==> config.mk <==
export PLATFORM = sky130hd
export DESIGN_NAME = io_out_fifo
export DESIGN_NICKNAME = d
export VERILOG_FILES = /design/src/rtl/io_out_fifo.sv
export SDC_FILE = /design/constraint.sdc
export NUM_CORES = 1
export LEC_CHECK = 0
export BUFFER_PORTS_ARGS = -buffer_cell sky130_fd_sc_hd__buf_2
export CAP_MARGIN = 25
export CORE_MARGIN = 5
export CORE_UTILIZATION = 55
export DETAILED_ROUTE_END_ITERATION = 6
export GPL_ROUTABILITY_DRIVEN = 0
export PLACE_DENSITY = 0.78
export REMOVE_ABC_BUFFERS = 1
export SKIP_LAST_GASP = 1
export SLEW_MARGIN = 20
export SYNTH_ARGS = -nofsm -noshare
export SYNTH_HDL_FRONTEND = slang
export SYNTH_SLANG_ARGS = --single-unit
==> constraint.sdc <==
create_clock -name clk -period 5.85 [get_ports clk]
set_input_delay 0.585 -clock clk [delete_from_list [all_inputs] [get_ports clk]]
set_output_delay 0.585 -clock clk [all_outputs]
set_load 0.1 [all_outputs]
==> src/rtl/io_out_fifo.sv <==
// ---------------------------------------------------------------------------
// io_out_fifo
//
// Output-side buffer between the processor core's output interface and the
// external output ports. The core cannot be stalled, so every out_en strobe
// is either captured into a show-ahead FIFO or, when the FIFO is full and
// nothing leaves that cycle, dropped and recorded in a sticky overflow flag.
// Independently of the FIFO, a shadow register per output address keeps the
// last value the core wrote to that address (dropped writes included).
//
// Parameters
//   NUBITS  data word width (must match the core)
//   NUIOOU  number of output addresses; address width is $clog2(NUIOOU)
//   FDEPTH  FIFO depth; power of two, at least 2
//
// Ports
//   clk         clock, all state updates on the rising edge
//   rst         synchronous active-low reset
//   out_en      write strobe from the core, qualifies addr_out/data_out
//   addr_out    output port address from the core
//   data_out    output word from the core
//   port_valid  head entry valid (FIFO not empty)
//   port_ready  consumer accepts the head entry this cycle
//   port_addr   address of the head entry
//   port_data   data of the head entry
//   shadow      last value per address, address a at [a*NUBITS +: NUBITS]
//   count       number of occupied FIFO entries
//   full        count == FDEPTH
//   overflow    sticky: at least one write was dropped since reset
// ---------------------------------------------------------------------------
module io_out_fifo #(
    parameter int NUBITS = 32,
    parameter int NUIOOU = 8,
    parameter int FDEPTH = 8
) (
    input  logic                         clk,
    input  logic                         rst,
    input  logic                         out_en,
    input  logic [$clog2(NUIOOU)-1:0]    addr_out,
    input  logic [NUBITS-1:0]            data_out,
    output logic                         port_valid,
    input  logic                         port_ready,
    output logic [$clog2(NUIOOU)-1:0]    port_addr,
    output logic [NUBITS-1:0]            port_data,
    output logic [NUIOOU*NUBITS-1:0]     shadow,
    output logic [$clog2(FDEPTH):0]      count,
    output logic                         full,
    output logic                         overflow
);

    localparam int AW = $clog2(NUIOOU);
    localparam int PW = $clog2(FDEPTH);
    localparam int CW = PW + 1;
    localparam logic [CW-1:0] DEPTH_C = CW'(FDEPTH);

    // Entry storage. Address and data live in separate arrays of the same
    // depth; neither is reset because only the pointers give them meaning.
    logic [AW-1:0]     mem_addr [FDEPTH];
    logic [NUBITS-1:0] mem_data [FDEPTH];

    logic [PW-1:0]     wp;
    logic [PW-1:0]     rp;

    logic [NUBITS-1:0] shadow_r [NUIOOU];

    logic              pop;
    logic              push;
    logic              drop;

    // Show-ahead head: the entry at rp is visible as soon as count is
    // non-zero, with no bypass from the write side.
    assign port_valid = (count != '0);
    assign full       = (count == DEPTH_C);
    assign port_addr  = mem_addr[rp];
    assign port_data  = mem_data[rp];

    // A pop in the same cycle frees a slot, so a full FIFO still accepts
    // a write while it is being drained.
    assign pop  = port_valid & port_ready;
    assign push = out_en & (~full | pop);
    assign drop = out_en & full & ~pop;

    // Entry write. Gated by rst so a write in the reset cycle never lands,
    // although the array contents are meaningless after reset anyway.
    always_ff @(posedge clk) begin
        if (rst && push) begin
            mem_addr[wp] <= addr_out;
            mem_data[wp] <= data_out;
        end
    end

    // Pointers, occupancy and the sticky overflow flag. Pointers are PW
    // bits wide and wrap naturally because FDEPTH is a power of two.
    always_ff @(posedge clk) begin
        if (!rst) begin
            wp       <= '0;
            rp       <= '0;
            count    <= '0;
            overflow <= 1'b0;
        end else begin
            if (push) begin
                wp <= wp + PW'(1);
            end
            if (pop) begin
                rp <= rp + PW'(1);
            end
            if (push && !pop) begin
                count <= count + CW'(1);
            end else if (pop && !push) begin
                count <= count - CW'(1);
            end
            if (drop) begin
                overflow <= 1'b1;
            end
        end
    end

    // Shadow registers follow every strobe, accepted or dropped. Addresses
    // at or above NUIOOU (only reachable when NUIOOU is not a power of two)
    // match no register and leave the shadow untouched.
    always_ff @(posedge clk) begin
        if (!rst) begin
            for (int i = 0; i < NUIOOU; i++) begin
                shadow_r[i] <= '0;
            end
        end else if (out_en) begin
            for (int i = 0; i < NUIOOU; i++) begin
                if (addr_out == AW'(i)) begin
                    shadow_r[i] <= data_out;
                end
            end
        end
    end

    for (genvar a = 0; a < NUIOOU; a++) begin : g_shadow_out
        assign shadow[a*NUBITS +: NUBITS] = shadow_r[a];
    end

endmodule

After elaboration in Yosys (flattened, before gate mapping)
Memory sizes are Yosys's and may differ from the RTL's. A register that Yosys moved wholly into a read port is not among the register bits.
Index checks and enable logic that the tools add are counted.
Word-level totals
  bits in registers: 11
  bits in writable memories: 536
  logic and storage cells: 91
  memories kept: 3
Operators by class
  add/sub/neg operators: 4
  equality and inequality tests: 8
  multiplexer cells: 49
  bitwise operators: 15
  reduce and logical (&&, ||, !) cells: 8
Memories
  mem_data: words 8, width 32, rd ports 1, clocked after Yosys merged registers in 1, wr ports 1, RTL line 59  | logic [NUBITS-1:0] mem_data [FDEPTH];
  shadow_r: words 8, width 32, rd ports 8, clocked after Yosys merged registers in 0, wr ports 8, RTL line 64  | logic [NUBITS-1:0] shadow_r [NUIOOU];
  mem_addr: words 8, width 3, rd ports 1, clocked after Yosys merged registers in 1, wr ports 1, RTL line 58  | logic [AW-1:0] mem_addr [FDEPTH];
Operators with widths (number)
  $mux W32: 8
  $mux W1: 35
  $eq A3 B3 Y1 const B: 4
  $mux W3: 4
  $or A1 B1 Y1: 9
  $mux W4: 2
  $add A3 B1 Y3 const B: 2
  $eq A3 B2 Y1 const B: 2
  $add A4 B1 Y4 const B: 1
  $and A1 B1 Y1: 4
  $eq A4 B4 Y1 const B: 1
  $reduce_bool A4 Y1: 1
  $sub A4 B1 Y4 const B: 1
  $eq A3 B1 Y1 const B: 1
  $logic_and A1 B1 Y1: 3
  $logic_not A3 Y1: 1
  $logic_not A1 Y1: 2
  $not A1 Y1: 2
  $reduce_bool A2 Y1: 1

Depth between registers and ports, before layout
Gate-level depths: netlist of run 1.
  word-level depth: 8
  mapped depth: 10
  mapped depth without buffers: 10

Worst setup path before layout of run 1
No wires, ideal clock.
  path type: register to register
  from: register count[1]
  to: memory mem_addr[0][0] (netlist bit) (enable)
  arrival time: 4831 ps
  required time: 5335 ps
  slack: 504 ps
  cell stages (with the launch flop): 4
  path buffers: 0
  period minus slack after synthesis: 5346 ps
  path through: dfxtp_1 or4b_4 o21ai_4 nor4_1
On the way
  longest elaborated chain between the ends: 7
  elaborated cells on any way between the ends: 9
  those cells by class: eq/ne (1); mux (2); bitwise (4); reduce/logical (2)
RTL lines
  start, declared: RTL line 46  | output logic [$clog2(FDEPTH):0] count,
  start signal, assigned: RTL line 108  | count <= count + CW'(1);
  start signal, assigned: RTL line 110  | count <= count - CW'(1);
  $reduce_bool A4 Y1 or $eq A4 B4 Y1 (tied branches): RTL line 72, 73
  $and A1 B1 Y1 or $not A1 Y1 (tied branches): RTL line 79, 80
  $or A1 B1 Y1 (*): RTL line 80  | assign push = out_en & (~full | pop);
  $and A1 B1 Y1 (*): RTL line 80
  $logic_and A1 B1 Y1 (*): RTL line 86  | if (rst && push) begin
  $mux W1 (*): RTL line 86
  $mux W1 (implied by the code) (*): RTL line 87  | mem_addr[wp] <= addr_out;
  end, declared: RTL line 58
Mark *: on every way between the ends. The rest lies on a longest branch, timed or not.

==> run metrics, run 1 <==
PwrDens=459.4 nW/um^2; postcts setup bufs=0; unrepaired setup endpoints after global routing=no; Routed Antenna Nets=0; Slew @ Worst Pin=1053 ps; Synth Area in Adders=0.004063; post_cts resized=0; CTS tree=yes; Slowest cell on crit path=dfxtp_4; largest family of logic cells by synthesized area=multiplexers; top_reg_cell synth=edfxtp_1; layout cells sized above 1=0.3389; Die X=202.2 um; Final WS setup=2409 ps; Startpoint Class=flop; Root Driver=clkbuf_16; commonest non-fill, non-tap cell in the layout=edfxtp_1; worst path buffer plus inverter count=2; final WL=49450 um; clock slew at reported path FFs=60 ps; reg2reg start=count[1]$_SDFFE_PN0P_; routed length per placed instance=25.86 um; Crit path max-delay family=multiplexers; largest stage delay on the critical path=660 ps; compound-cell area share of the yosys netlist=0.003693; I/O pins=337; die area=40900 sq um; Initial Util=0.5565; simple-gate share of the synthesized area=0.05552; mean area per synthesized cell=19.60 sq um; clk buf depth=3; CP Capture Type=output port; Core Area=36520 sq um; number of synthesized flops with an enable pin=536; htree depth=2; TritonCTS Buffers=51; port bufs=336; largest net degree at the start of global routing=71; layout overhead on the synthesized area=19.99%; detailed placement HPWL=29850 um; f_max=290.6 MHz; Hold Buf Count CTS=0; critical path type=reg -> out; Hold Crit Class=in -> reg; Finished Layout Cells=1912; status=complete, no violations; Levels on crit path=4; Pre-antenna DRT Iters=7; first-pass GRT wire length=72770 um; Max-Slew Margin vs Limit=0.2955; GRT Overall Usage=0.2399; post-synth cell types=37; Final Util=0.6678; DRC viols=0; worst reg2reg path depth=10; WP data required=5270 ps; antenna violations before repair=4; r2r setup slk=3050 ps; post-route cell area=24390 sq um; mux contribution to synthesized area=0.1109; crit path to=port_data[26]; Design Power=11.20 mW; Seq/Total Area, Yosys=0.8057; Critical Path, Cell by Cell=buf_16 > mux4_1 > mux2_2 > buf_2; final hold slack=296.4 ps; DR iter-0 viols=913; placed cells=1813; # Max-Cap Violations=0; vias=10966; number of global-route vias before repair=11490; drt via density=5.735; worst skew pair latency=570 ps; fin nets=1444; commonest non-fill, non-tap cells in the layout=edfxtp_1, buf_2, nor2_1; Final Slew Violations=0; CTS sink cnt=550; Final Setup Violations=0; pre-CTS setup slack=2962 ps; Post-Syn Instances=1037; worst endpoint data arrival time=2860 ps; row cnt=70; Peak supply drop=291.3 uV; setup_tns=0 ps; minimum clock period=3441 ps; die height=202.2 um; Synth Cell Area=20330 sq um; reg-to-reg endpoint=count[3]$_SDFFE_PN0P_; LEAKAGE=8.961 nW; grt total ovfl=0; dpl cell area=22610 sq um; #FFs+latches synth=550; worst-path fanout max=44; YS warnings=0; ys async rst share=0; Setup Skew=16.23 ps; final hold vios=0; Final Cycle Share=0.5882; xor-xnor portion of the synthesized cell area=0.002155
[worst min-delay path by stage]
stage / slack, ps / cells past startpoint / start / end
3_3_place_gp: 470 / 2 / overflow$_SDFFE_PN0P_ / overflow$_SDFFE_PN0P_
5_1_grt: 290 / 1 / data_out[15] / mem_data[1][15]$_DFFE_PP_
4_1_cts: 260 / 1 / data_out[15] / mem_data[1][15]$_DFFE_PP_
6_report: 300 / 1 / data_out[22] / mem_data[0][22]$_DFFE_PP_
2_1_floorplan: 470 / 2 / rp[1]$_SDFFE_PN0N_ / flop
3_5_place_dp: 480 / 2 / overflow$_SDFFE_PN0P_ / overflow$_SDFFE_PN0P_
[cell type report]
type | instances | area [sq um]
Inverter | 35 | 131.4
Fill cell | 2345 | 12130
Clock inverter | 27 | 362.8
Antenna cell | 4 | 10.01
Clock buffer | 67 | 1379
Multi-Input combinational cell | 406 | 3655
Tap cell | 468 | 585.6
Timing Repair Buffer | 355 | 1884
Sequential cell | 550 | 16380
[cell usage after synthesis (all sizes together), types with 3 or more instances]
master / count / area, sq um
and2: 6 / 37.54
nand2: 49 / 186.4
nor2: 196 / 735.7
mux4: 70 / 1839
ha: 5 / 62.56
clkbuf: 32 / 121.4
edfxtp: 536 / 16100
o21ai: 4 / 31.28
xnor2: 5 / 43.79
nand3: 9 / 45.04
inv: 35 / 131.4
mux2: 35 / 394.1
nor4: 3 / 18.77
dfxtp: 14 / 280.3
nor3: 4 / 20.02
buf: 14 / 113.9
nor2b: 4 / 25.02
[worst register-to-register path: cells and delay by family (launching register included)]
| kind | cells | cell delay, ps |
|---|---|---|
| compound gates | 4 | 750 |
| fa+ha+maj | 2 | 530 |
| buf+inv | 2 | 240 |
| flops | 1 | 380 |
| mux | 1 | 210 |
| simple gates | 1 | 610 |
[registers in the layout, summed over array words and instances, names as in the netlist, named ones only]
name	flops
mem_data	256
shadow_r	256
mem_addr	24
count	4
rp	3
wp	3
overflow	1
[kinds of logic (layout without fill, tap and decap cells)]
logic type | count (synthesis) | after routing
AO/OA/AOI/OAI | 10 | 10
adder cells (fa/ha/maj) | 6 | 6
flip-flops | 550 | 550
multiplexers | 107 | 107
buffers and inverters | 81 | 484
AND/OR/NAND/NOR | 278 | 278
XOR/XNOR | 5 | 5
other | 0 | 4
[routing by layer]
metal	routed length [um]	GRT usage	vias to the layer above
met5	0	0	-
met4	1590	0.08996	0
met3	4863	0.06754	96
met2	24470	0.3915	550
met1	18530	0.3124	5597
li1	-	-	4723
[power breakdown]
group / total [mW] / switching (mW) / internal [mW]
clock: 3.43 / 1.38 / 2.06
combinational: 3.12 / 2.47 / 0.648
sequential: 4.65 / 0.117 / 4.53
total: 11.2 / 3.97 / 7.24
No activity file was read; power rests on OpenSTA's default activity.
==> run 2: changes to the inputs <==
Clock period 5.85 ns to 3.5 ns, I/O delays scaled along.
==> run metrics, run 2 (synthesis gave the netlist of run 1 again) <==
status=complete, no violations; final hold slack=70.03 ps (-226.4 ps); drt via density=5.728 (-0.12%); pre-CTS setup slack=804.8 ps (-2157 ps); layout overhead on the synthesized area=19.14%; DRC viols=0 (unchanged); antenna violations before repair=6 (+2); Root Driver=clkbuf_16; DR iter-0 viols=880 (-3.6%); final hold vios=0 (unchanged); Hold Crit Class=in -> reg; GRT Overall Usage=0.2424 (+0.002487); Die X=202.2 um (unchanged); I/O pins=337 (unchanged); row cnt=70 (unchanged); htree depth=2 (unchanged); worst path buffer plus inverter count=2 (unchanged); LEAKAGE=8.879 nW (-0.91%); reg2reg start=count[1]$_SDFFE_PN0P_; Critical Path, Cell by Cell=buf_4 > mux4_1 > mux2_2 > buf_2; f_max=325.4 MHz; critical path type=reg -> out; Crit path max-delay family=multiplexers; Final WS setup=427.0 ps (-1982 ps); Final Setup Violations=0 (unchanged); Final Util=0.6630 (-0.004762); Hold Buf Count CTS=0 (unchanged); Pre-antenna DRT Iters=5 (-2); CTS sink cnt=550 (unchanged); layout cells sized above 1=0.3363 (-0.002544); fill cell count=2394 (+2.1%); CTS tree=yes; Peak supply drop=536.0 uV (+84%); Final Slew Violations=0 (unchanged); commonest non-fill, non-tap cells in the layout=edfxtp_1, buf_2, nor2_1; worst skew pair latency=570 ps (about the same); worst-path fanout max=20 (-55%); Max-Slew Margin vs Limit=0.3138 (+0.01832); largest stage delay on the critical path=620 ps (-40 ps); post_cts resized=0 (unchanged); first-pass GRT wire length=73890 um (+1.5%); Slowest cell on crit path=mux4_1; grt total ovfl=0 (unchanged); worst endpoint data arrival time=2720 ps (-140 ps); Initial Util=0.5565 (unchanged); Startpoint Class=flop; CP Capture Type=output port; # Max-Cap Violations=0 (unchanged); post-route cell area=24220 sq um (-0.71%); Final Cycle Share=0.8780; unrepaired setup endpoints after global routing=no; Slew @ Worst Pin=1026 ps (-27.38 ps); die height=202.2 um (unchanged); PwrDens=755.4 nW/um^2 (+64%); Setup Skew=15.25 ps (-0.9807 ps); WP data required=3150 ps (-2120 ps); detailed placement HPWL=31040 um (+4.0%); postcts setup bufs=0 (unchanged); minimum clock period=3073 ps; die area=40900 sq um (unchanged); Core Area=36520 sq um (unchanged); TritonCTS Buffers=51 (unchanged); fin nets=1447 (+0.21%); largest net degree at the start of global routing=62 (-13%); number of global-route vias before repair=11489 (-0.0087%); setup_tns=0 ps (unchanged); leading registers by flop count=mem_data (256), shadow_r (256), mem_addr (24); worst hold start=data_out[6]; dpl cell area=22620 sq um (about the same); Routed Antenna Nets=0 (unchanged); vias=10964 (-0.018%); routed length per placed instance=26.22 um (+1.4%); commonest non-fill, non-tap cell in the layout=edfxtp_1; final WL=50180 um (+1.5%); port bufs=336 (unchanged); clk buf depth=3 (unchanged); clock slew at reported path FFs=60 ps (about the same)
## run 2: cell count changes in the layout (fill, tap and decap cells not counted), moves of 3 or more
| cell | before | now |
|---|---|---|
| clkinv_1 | 8 | 12 |
| buf_16 | 3 | 0 |
| buf_12 | 0 | 3 |
| bufinv_16 | 9 | 4 |
| buf_4 | 16 | 19 |
| diode_2 | 4 | 7 |
## run 2: area by class of cell
cell class                 instances  area [sq um]  area share
sequential                       550         16380      0.6765
multi-input combinational        406          3655      0.1509
tap                              468         585.6     0.02418
antenna                            7         17.52   0.0007234
clock inverter                    26         235.2    0.009714
inverter                          35         131.4    0.005425
timing repair buffer             358          1884     0.07781
clock buffer                      64          1325     0.05472
## run 2: per-stage QoR
stage | std cells | power, mW
floorplan | 991 | 12.22
global placement | 1816 | 13.11
detailed placement | 1816 | 13.17
CTS | 1906 | 18.39
global route | 1913 | 18.85
finish | 1914 | 18.29
## run 2: worst paths after layout
path,end,slack [ps],cells after the start
hold / removal,mem_data[0][6]$_DFFE_PP_,70,1
setup reg to reg,count[3]$_SDFFE_PN0P_,740,10
setup / recovery,port_data[12],430,4
hold reg to reg,flop,500,2
## run 2: metal layers
layer	GRT usage	routed length, um
met1	0.3258	18950
met2	0.3883	24680
met3	0.06947	4995
met4	0.08220	1559
met5	0	0
## run 2: report_power, final
group | switching (mW) | total (mW) | internal [mW] | leakage (nW)
Sequential | 0.181 | 7.76 | 7.58 | 5.13
Combinational | 4.18 | 5.26 | 1.09 | 3.00
Clock | 2.30 | 5.27 | 2.97 | 0.754
Total | 6.66 | 18.3 | 11.6 | 8.88
==> run 3: changes to the inputs <==
Settings changed: HOLD_SLACK_MARGIN set to 0.06.
Clock period 3.5 ns to 3.8 ns, I/O delays scaled along.
==> run metrics, run 3 (synthesis gave the netlist of run 1 again) <==
critical path type=reg -> out; Root Driver=clkbuf_16; I/O pins=337 (unchanged); CTS sink cnt=550 (unchanged); Die X=202.2 um (unchanged); post-route cell area=24410 sq um (+0.80%); vias=10958 (-0.055%); number of global-route vias before repair=11294 (-1.7%); placed cells=1813 (-0.17%); Startpoint Class=flop; Setup Skew=16.46 ps (+1.210 ps); final hold vios=0 (unchanged); CTS tree=yes; fill cell count=2354 (-1.7%); leading registers by flop count=mem_data (256), shadow_r (256), mem_addr (24); Design Power=17.08 mW (-6.6%); fin nets=1456 (+0.62%); detailed placement HPWL=30570 um (-1.5%); Finished Layout Cells=1921 (+0.37%); Core Area=36520 sq um (unchanged); Initial Util=0.5565 (unchanged); routed length per placed instance=25.38 um (-3.2%); r2r setup slk=1070 ps (+330 ps); Hold Buf Count CTS=10 (+10); reg-to-reg endpoint=count[3]$_SDFFE_PN0P_; port bufs=336 (unchanged); unrepaired setup endpoints after global routing=no; worst endpoint data arrival time=2900 ps (+180 ps); worst skew pair latency=590 ps (+20 ps); final hold slack=95.41 ps (+25.37 ps); commonest non-fill, non-tap cell in the layout=edfxtp_1; htree depth=2 (unchanged); antenna violations before repair=1 (-5); worst-path fanout max=38 (+90%); Hold Crit Class=in -> reg; DR iter-0 viols=934 (+6.1%); Pre-antenna DRT Iters=5 (unchanged); reg2reg start=count[1]$_SDFFE_PN0P_; Peak supply drop=516.2 uV (-3.7%); drt via density=5.704 (-0.42%); Final Setup Violations=0 (unchanged); Final Cycle Share=0.8628; dpl cell area=22600 sq um (about the same); Max-Slew Margin vs Limit=0.3157 (+0.001906); Routed Antenna Nets=0 (unchanged); setup_tns=0 ps (unchanged); first-pass GRT wire length=72080 um (-2.4%); die area=40900 sq um (unchanged); Final Slew Violations=0 (unchanged); clock slew at reported path FFs=60 ps (about the same); GRT Overall Usage=0.2367 (-0.005669); largest net degree at the start of global routing=59 (-4.8%); TritonCTS Buffers=54 (+5.9%); commonest non-fill, non-tap cells in the layout=edfxtp_1, buf_2, nor2_1; CP Capture Type=output port; DRC viols=0 (unchanged); minimum clock period=3279 ps; LEAKAGE=8.972 nW (+1.0%); Slew @ Worst Pin=1023 ps (-2.849 ps); f_max=305.0 MHz; worst reg2reg path depth=10 (unchanged); status=complete, no violations; # Max-Cap Violations=0 (unchanged); row cnt=70 (unchanged); WP data required=3420 ps (+270 ps); post_cts resized=0 (unchanged); clk buf depth=3 (unchanged); die height=202.2 um (unchanged); final WL=48760 um (-2.8%); PwrDens=700.0 nW/um^2 (-7.3%); layout cells sized above 1=0.3388 (+0.002498); grt total ovfl=0 (unchanged); postcts setup bufs=0 (unchanged); layout overhead on the synthesized area=20.09%; crit path to=port_data[9]
## run 3: cell count changes in the layout (fill, tap and decap cells not counted), moves of 3 or more
cell           delta
clkbuf_16         +6
dlygate4sd3_1    +10
buf_4             -3
clkbuf_1          -4
diode_2           -6
## run 3: how the worst min path moves through the flow
stage	startpoint	to	depth (start not counted)
after global routing	data_out[20]	mem_data[0][20]$_DFFE_PP_	1
after floorplan	rp[1]$_SDFFE_PN0N_	flop	2
after global placement	overflow$_SDFFE_PN0P_	overflow$_SDFFE_PN0P_	2
after detailed placement	rp[1]$_SDFFE_PN0N_	flop	2
after CTS	data_out[3]	mem_data[7][3]$_DFFE_PP_	1
final	data_out[21]	mem_data[2][21]$_DFFE_PP_	1
## run 3: final cells by class
type / count / area, sq um / share of cell area
multi-input combinational: 406 / 3655 / 0.1497
clock buffer: 66 / 1460 / 0.05982
tap: 468 / 585.6 / 0.02399
antenna: 1 / 2.502 / 0.0001025
inverter: 35 / 131.4 / 0.005382
timing repair buffer: 364 / 1942 / 0.07956
clock inverter: 31 / 250.2 / 0.01025
sequential: 550 / 16380 / 0.6712
## run 3: report_power, final
group | total [mW] | internal, mW | switching, mW
combinational | 4.76 | 0.992 | 3.77
sequential | 7.19 | 6.98 | 0.207
clock | 5.14 | 2.94 | 2.20
total | 17.1 | 10.9 | 6.17
## run 3: critical path: stages, from the launching register on
cell     delay, ps
dfxtp_4        730
buf_12         330
mux4_1         600
mux2_2         300
buf_2          300
## run 3: through the flow
stage,util,worst slack [ps]
after global placement,0.6187,1160
after CTS,0.6682,484.7
after global routing,0.6683,402.8
after floorplan,-,-1536
final,0.6683,521.2
after detailed placement,0.6187,1074
## run 3: routing by layer
metal / vias to the layer above / wire length, um / track usage
li1: 4749 / - / -
met1: 5620 / 18470 / 0.3152
met2: 515 / 24060 / 0.3822
met3: 74 / 4928 / 0.07027
met4: 0 / 1298 / 0.07638
met5: - / 0 / 0
